File: config.mk
export PLATFORM = sky130hd
export DESIGN_NAME = soc_sim_harness_ctrl
export DESIGN_NICKNAME = d
export VERILOG_FILES = /design/src/rtl/soc_sim_harness_ctrl.sv
export SDC_FILE = /design/constraint.sdc
export NUM_CORES = 1
export LEC_CHECK = 0
export CAP_MARGIN = 20
export CORE_ASPECT_RATIO = 0.7
export CORE_MARGIN = 2
export CORE_UTILIZATION = 25
export DETAILED_ROUTE_END_ITERATION = 10
export PLACE_DENSITY = 0.48
export SLEW_MARGIN = 5
export SYNTH_ARGS = -nofsm -noshare
export SYNTH_HDL_FRONTEND = slang
export SYNTH_HIERARCHICAL = 1
export SYNTH_SLANG_ARGS = --single-unit
File: constraint.sdc
create_clock -name CLK -period 5.1 [get_ports CLK]
set_input_delay 1.275 -clock CLK [delete_from_list [all_inputs] [get_ports CLK]]
set_output_delay 1.275 -clock CLK [all_outputs]
set_load 0.01 [all_outputs]
File: src/rtl/soc_sim_harness_ctrl.sv
// rtl/soc_sim_harness_ctrl.sv - SOC simulation harness: core reset sequencing, MMIO store decode, console FIFO
//
// soc_sim_harness_con_fifo : console byte queue with drop indication
// soc_sim_harness_ctrl     : harness controller top
//   CLK, RESET                    clock, synchronous active-high reset
//   core_rst_n                    active-low reset to the core (high only while running)
//   mem_wstrb/addr/wdata/wmask    store port observed from the core
//   gpio_out                      byte-merged GPIO latch
//   console_valid/char/ready      console byte stream out of the FIFO
//   con_overflow                  sticky: a console byte was dropped
//   cycle_count                   saturating count of running cycles
//   done/pass/fail/timeout        run outcome, fail_code = failing signature >> 1

module soc_sim_harness_con_fifo #(
  parameter int DEPTH = 16
) (
  input  logic       clk,
  input  logic       reset,
  input  logic       push,
  input  logic [7:0] push_data,
  input  logic       pop_ready,
  output logic       valid,
  output logic [7:0] head,
  output logic       drop
);
  localparam int AW = $clog2(DEPTH);
  localparam logic [AW:0] PTR_ONE = 1;

  logic [7:0]  mem [DEPTH];
  logic [AW:0] wr_ptr;
  logic [AW:0] rd_ptr;
  logic        full;
  logic        pop;
  logic        accept;

  // Extra pointer bit: equal indices with differing wrap bits means full.
  assign valid  = (wr_ptr != rd_ptr);
  assign full   = (wr_ptr[AW] != rd_ptr[AW]) && (wr_ptr[AW-1:0] == rd_ptr[AW-1:0]);
  assign pop    = valid & pop_ready;
  // A pop in the same cycle frees the head slot, so a full queue can still take a byte.
  assign accept = push & (~full | pop);
  assign drop   = push & full & ~pop;
  assign head   = mem[rd_ptr[AW-1:0]];

  always_ff @(posedge clk) begin
    if (reset) begin
      wr_ptr <= '0;
      rd_ptr <= '0;
    end else begin
      if (accept) wr_ptr <= wr_ptr + PTR_ONE;
      if (pop)    rd_ptr <= rd_ptr + PTR_ONE;
    end
  end

  always_ff @(posedge clk) begin
    if (accept) mem[wr_ptr[AW-1:0]] <= push_data;
  end
endmodule

module soc_sim_harness_ctrl #(
  parameter int                ADDR_W       = 32,
  parameter int                DATA_W       = 32,
  parameter int                RESET_CYCLES = 16,
  parameter int                CNT_W        = 32,
  parameter int                TIMEOUT      = 1000000,
  parameter logic [ADDR_W-1:0] TOHOST_ADDR  = 32'h0040_0100,
  parameter logic [ADDR_W-1:0] CONSOLE_ADDR = 32'h0040_0008,
  parameter logic [ADDR_W-1:0] GPIO_ADDR    = 32'h0040_0004,
  parameter int                CON_DEPTH    = 16
) (
  input  logic                CLK,
  input  logic                RESET,
  output logic                core_rst_n,
  input  logic                mem_wstrb,
  input  logic [ADDR_W-1:0]   mem_addr,
  input  logic [DATA_W-1:0]   mem_wdata,
  input  logic [DATA_W/8-1:0] mem_wmask,
  output logic [DATA_W-1:0]   gpio_out,
  output logic                console_valid,
  output logic [7:0]          console_char,
  input  logic                console_ready,
  output logic                con_overflow,
  output logic [CNT_W-1:0]    cycle_count,
  output logic                done,
  output logic                pass,
  output logic                fail,
  output logic                timeout,
  output logic [DATA_W-2:0]   fail_code
);
  localparam int               NB        = DATA_W / 8;
  localparam logic [CNT_W-1:0] CNT_MAX   = '1;
  localparam logic [CNT_W-1:0] CNT_ONE   = 1;
  localparam logic [CNT_W-1:0] TMO_LAST  = CNT_W'(TIMEOUT - 1);
  localparam logic [31:0]      HOLD_LAST = 32'(RESET_CYCLES - 1);
  localparam logic [DATA_W-1:0] SIG_PASS = 1;

  typedef enum logic [1:0] {
    S_HOLD,
    S_RUN,
    S_DONE
  } state_t;

  state_t            state;
  logic [31:0]       hold_cnt;
  logic              running;
  logic              st_tohost;
  logic              tohost_hit;
  logic              timeout_hit;
  logic              st_gpio;
  logic              con_push;
  logic              con_drop;
  logic [DATA_W-1:0] gpio_next;

  // Stores only matter while the core is out of reset and the run is live.
  assign running     = (state == S_RUN);
  assign st_tohost   = running && mem_wstrb && (mem_addr == TOHOST_ADDR);
  // Even signatures and partial-width writes to tohost are not decisions.
  assign tohost_hit  = st_tohost && (&mem_wmask) && mem_wdata[0];
  assign timeout_hit = (TIMEOUT != 0) && running && (cycle_count == TMO_LAST);
  assign st_gpio     = running && mem_wstrb && (mem_addr == GPIO_ADDR);
  assign con_push    = running && mem_wstrb && (mem_addr == CONSOLE_ADDR) && mem_wmask[0];

  always_comb begin
    gpio_next = gpio_out;
    for (int i = 0; i < NB; i++) begin
      if (mem_wmask[i]) gpio_next[8*i +: 8] = mem_wdata[8*i +: 8];
    end
  end

  soc_sim_harness_con_fifo #(
    .DEPTH(CON_DEPTH)
  ) u_con_fifo (
    .clk      (CLK),
    .reset    (RESET),
    .push     (con_push),
    .push_data(mem_wdata[7:0]),
    .pop_ready(console_ready),
    .valid    (console_valid),
    .head     (console_char),
    .drop     (con_drop)
  );

  always_ff @(posedge CLK) begin
    if (RESET) begin
      state        <= S_HOLD;
      hold_cnt     <= '0;
      core_rst_n   <= 1'b0;
      cycle_count  <= '0;
      gpio_out     <= '0;
      con_overflow <= 1'b0;
      done         <= 1'b0;
      pass         <= 1'b0;
      fail         <= 1'b0;
      timeout      <= 1'b0;
      fail_code    <= '0;
    end else begin
      if (con_drop) con_overflow <= 1'b1;
      case (state)
        S_HOLD: begin
          if (hold_cnt == HOLD_LAST) begin
            state      <= S_RUN;
            core_rst_n <= 1'b1;
          end else begin
            hold_cnt <= hold_cnt + 32'd1;
          end
        end
        S_RUN: begin
          if (cycle_count != CNT_MAX) cycle_count <= cycle_count + CNT_ONE;
          if (st_gpio) gpio_out <= gpio_next;
          // A tohost decision in the timeout cycle takes precedence.
          if (tohost_hit) begin
            state      <= S_DONE;
            core_rst_n <= 1'b0;
            done       <= 1'b1;
            if (mem_wdata == SIG_PASS) begin
              pass <= 1'b1;
            end else begin
              fail      <= 1'b1;
              fail_code <= mem_wdata[DATA_W-1:1];
            end
          end else if (timeout_hit) begin
            state      <= S_DONE;
            core_rst_n <= 1'b0;
            done       <= 1'b1;
            timeout    <= 1'b1;
          end
        end
        default: begin
          // Terminal: core frozen, status held until RESET.
        end
      endcase
    end
  end
endmodule
==> summary.txt, run 1 <==
STA
  – Final min period: 4485 ps
  – Fmax: 223.0 MHz
  – Final Hold Fails: 0
  – Slew Viols, Final: 0
  – Slew headroom: 0.4056
  – Final period utilization: 0.8794
  – Setup WS post-layout: 615.3 ps
  – RSZ-0062 raised after global routing: false
  – Setup-failing EPs final: 0
  – Sum Neg Setup Slack: 0 ps
  – Worst Skew: 28.43 ps
  – Slew @ Worst Pin: 884.9 ps

Floorplan
  – Core area: between 40000 and 50000 µm²
  – Chip width: between 200 and 300 µm
  – Die area: between 50000 and 60000 µm²
  – Die height: ~190 µm
  – Top-level port count: 182
  – Initial Util: 0.2534
  – Row cnt: 67

Critical path
  – Startpoint Class: flop
  – Worst Path Arrival: 3210 ps
  – Reg2reg setup slack: 1730 ps
  – CP required: 3830 ps
  – Max Fanout on Critical Path: 23
  – Worst setup EP type: output pin
  – Kind of critical path: reg2out

Clock tree
  – Total CTS buffers: 30
  – CTS tree: built
  – Postcts setup bufs: 0
  – Root Buffer: clkbuf_16
  – Insertion delay to the later sink of the worst-skew pair: 580 ps
  – Clock transition at path regs: roughly 60 ps
  – H-Tree Depth: 1
  – Clock Path Buffers: 3
  – Hold buffer count at CTS: 0
  – Sink Count: ~280
  – Cts repair resizes: 0

Global routing
  – Met3 GRT Util: 0.04417
  – Routing usage on met2: 0.1971
  – Pin count of the biggest net entering global routing: 72
  – Global-route wire length before repair: 55.81 mm
  – Grt peak-use layer: met1
  – Overflow after GRT: 0
  – Initial antenna violation count: 5
  – Global routing usage on met1: 0.2218
  – Vias in the first global route: 8730
  – Global-route usage over all layers: 0.1447

Yosys
  – Syn Inst Count: 1004
  – Seq cells post-synth: 276
  – Post-synth EDFFs: 128
  – Cell Area, Synth: 12150 µm²
  – Synthesized area per cell: about 12 µm²
  – Post-synthesis sequential area ratio: 0.5602
  – Async SR Flop Fraction: 0
  – Yosys warns: 6
  – Syn nets: 1083
  – Post-synth top flop: dfxtp_1
  – Distinct cells, synth: 65

Placement
  – PortBufs: 181
  – Global placement routability congestion: 0.7509
  – Detailed placement HPWL: 26.10 mm
  – Worst slack, placed: 470.8 ps

Finish
  – Final core occ: 0.3258
  – Total Nets Final: 1261
  – Sequential cell area: 6808 µm²
  – Layout cells sized above 1: 0.1161
  – Filler cells: 4860
  – Area Growth Syn to Fin: 28.60%
  – Multi-input logic area: around 5000 µm²

Detailed routing
  – Via/cell ratio: 4.877
  – First-pass DRT Iterations: 8
  – Final ANT Viol Nets: 0
  – Iter 0 DRT Violations: 725
  – Wire per inst: between 15 and 20 µm
  – Detailed-route DRC error count: 0
  – DRT Wirelength: roughly 37 mm
  – Via count: 9091

Min path
  – Min-delay worst type: reg2reg

Power
  – VDD IR max: 257.3 µV
  – Leakage power: 4.966 nW
  – Power Density: 306.4 nW/µm²

Flow run
  – MaxCap Viol Count: 0

Outcome
  – Outcome: complete, no violations
-- routing by layer --
metal / wire length (µm) / vias to the layer above
met5: 23 / -
met1: 17970 / 4478
met4: 742 / 4
li1: - / 4238
met2: 14930 / 315
met3: 3549 / 56
-- cell usage in the layout, fill, tap and decap left out, types with 28 or more instances in the layout --
cell,count
a21oi_1,72
clkbuf_16,30
clkdlybuf4s50_1,180
dfxtp_1,147
edfxtp_1,128
mux2i_1,34
nand2_1,29
nand3_1,50
nand4_1,28
nor2_1,86
nor4_1,28
o21ai_1,36
-- power by group --
part           internal, mW  switching (mW)
clock                  1.22           0.924
combinational         0.150           0.152
sequential             2.32          0.0176
-- metrics by stage --
stage / cells / hold slack (ps) / instance area [µm²] / power (mW)
detailed placement: 1804 / 459.9 / 14630 / 2.691
floorplan: 1004 / 460.6 / 12150 / 2.531
global route: 1861 / 497.6 / 15620 / 4.949
finish: 1864 / 470.4 / 15620 / 4.788
global placement: 1804 / 454.3 / 14630 / 2.690
CTS: 1860 / 476.5 / 15600 / 4.847
-- path summary, 6_finish.rpt --
| path | startpoint | end | depth (start not counted) |
|---|---|---|---|
| hold reg to reg | fail | fail | 2 |
| setup / recovery | flop | console_char[3] | 4 |
| hold / removal | fail | fail | 2 |
| setup reg to reg | state[0] | u_con_fifo/mem[3][1] | 9 |
-- kinds of logic after synthesis --
family | count (synthesis) | synth area share
flip-flops | 276 | 0.5602
adder cells (fa/ha/maj) | 7 | 0.007209
multiplexers | 90 | 0.1219
AO/OA/AOI/OAI | 170 | 0.08208
AND/OR/NAND/NOR | 374 | 0.1878
XOR/XNOR | 13 | 0.009372
buffers and inverters | 74 | 0.03131
-- synthesized netlist by cell type (4+ instances only) --
library cell	count	area share
nand3b_1	4	0.0025
mux2i_1	34	0.028
nand4_1	28	0.014
mux4_2	26	0.048
mux2_1	4	0.0037
xnor2_1	9	0.0065
mux4_1	14	0.030
and3_1	19	0.0098
or3_1	18	0.0093
nor2_1	87	0.027
nand2_1	29	0.0090
nor2b_1	19	0.0098
and4_1	11	0.0079
dfxtp_1	148	0.24
o21ai_0	19	0.0078
edfxtp_1	128	0.32
buf_2	13	0.0054
o21ai_1	36	0.015
o31ai_1	17	0.011
a21oi_1	72	0.030
buf_1	4	0.0012
nand2b_1	10	0.0051
ha_1	7	0.0072
clkbuf_1	27	0.0083
o21bai_1	6	0.0037
nand3_1	50	0.021
nor4_1	28	0.014
inv_1	17	0.0053
or4_1	21	0.013
buf_6	6	0.0056
nor4b_1	4	0.0029
nor4_4	7	0.012
nor3_1	14	0.0058
mux2_2	10	0.0093
xor2_1	4	0.0029
-- flip-flops by register name, summed over array words and instances, names as in the netlist, 2 cells and up, named ones only --
register	cells
state	2
u_con_fifo/rd_ptr	5
u_con_fifo/wr_ptr	5
u_con_fifo/mem	128
hold_cnt	32
gpio_out	32
cycle_count	32
fail_code	31
-- critical path, cell delays in order, from the launching register on --
cell and delay, ps:
dfxtp_1 690, buf_4 420, mux4_1 470, mux4_2 550, clkdlybuf4s50_1 500
-- cell type report --
| class | count | share of cell area |
|---|---|---|
| sequential | 276 | 0.4357 |
| inverter | 17 | 0.004084 |
| antenna | 3 | 0.0004805 |
| tap | 655 | 0.05245 |
| clock buffer | 37 | 0.05165 |
| multi-input combinational | 654 | 0.3183 |
| timing repair buffer | 203 | 0.1269 |
| clock inverter | 19 | 0.01041 |
No activity file was read; power rests on OpenSTA's default activity.
==> inputs of run 2 (changes only) <==
GPL_ROUTABILITY_DRIVEN = 0   (was not set)
==> results of run 2 <==
Same layout as run 1: the final DEF is identical, and so are final timing and power.
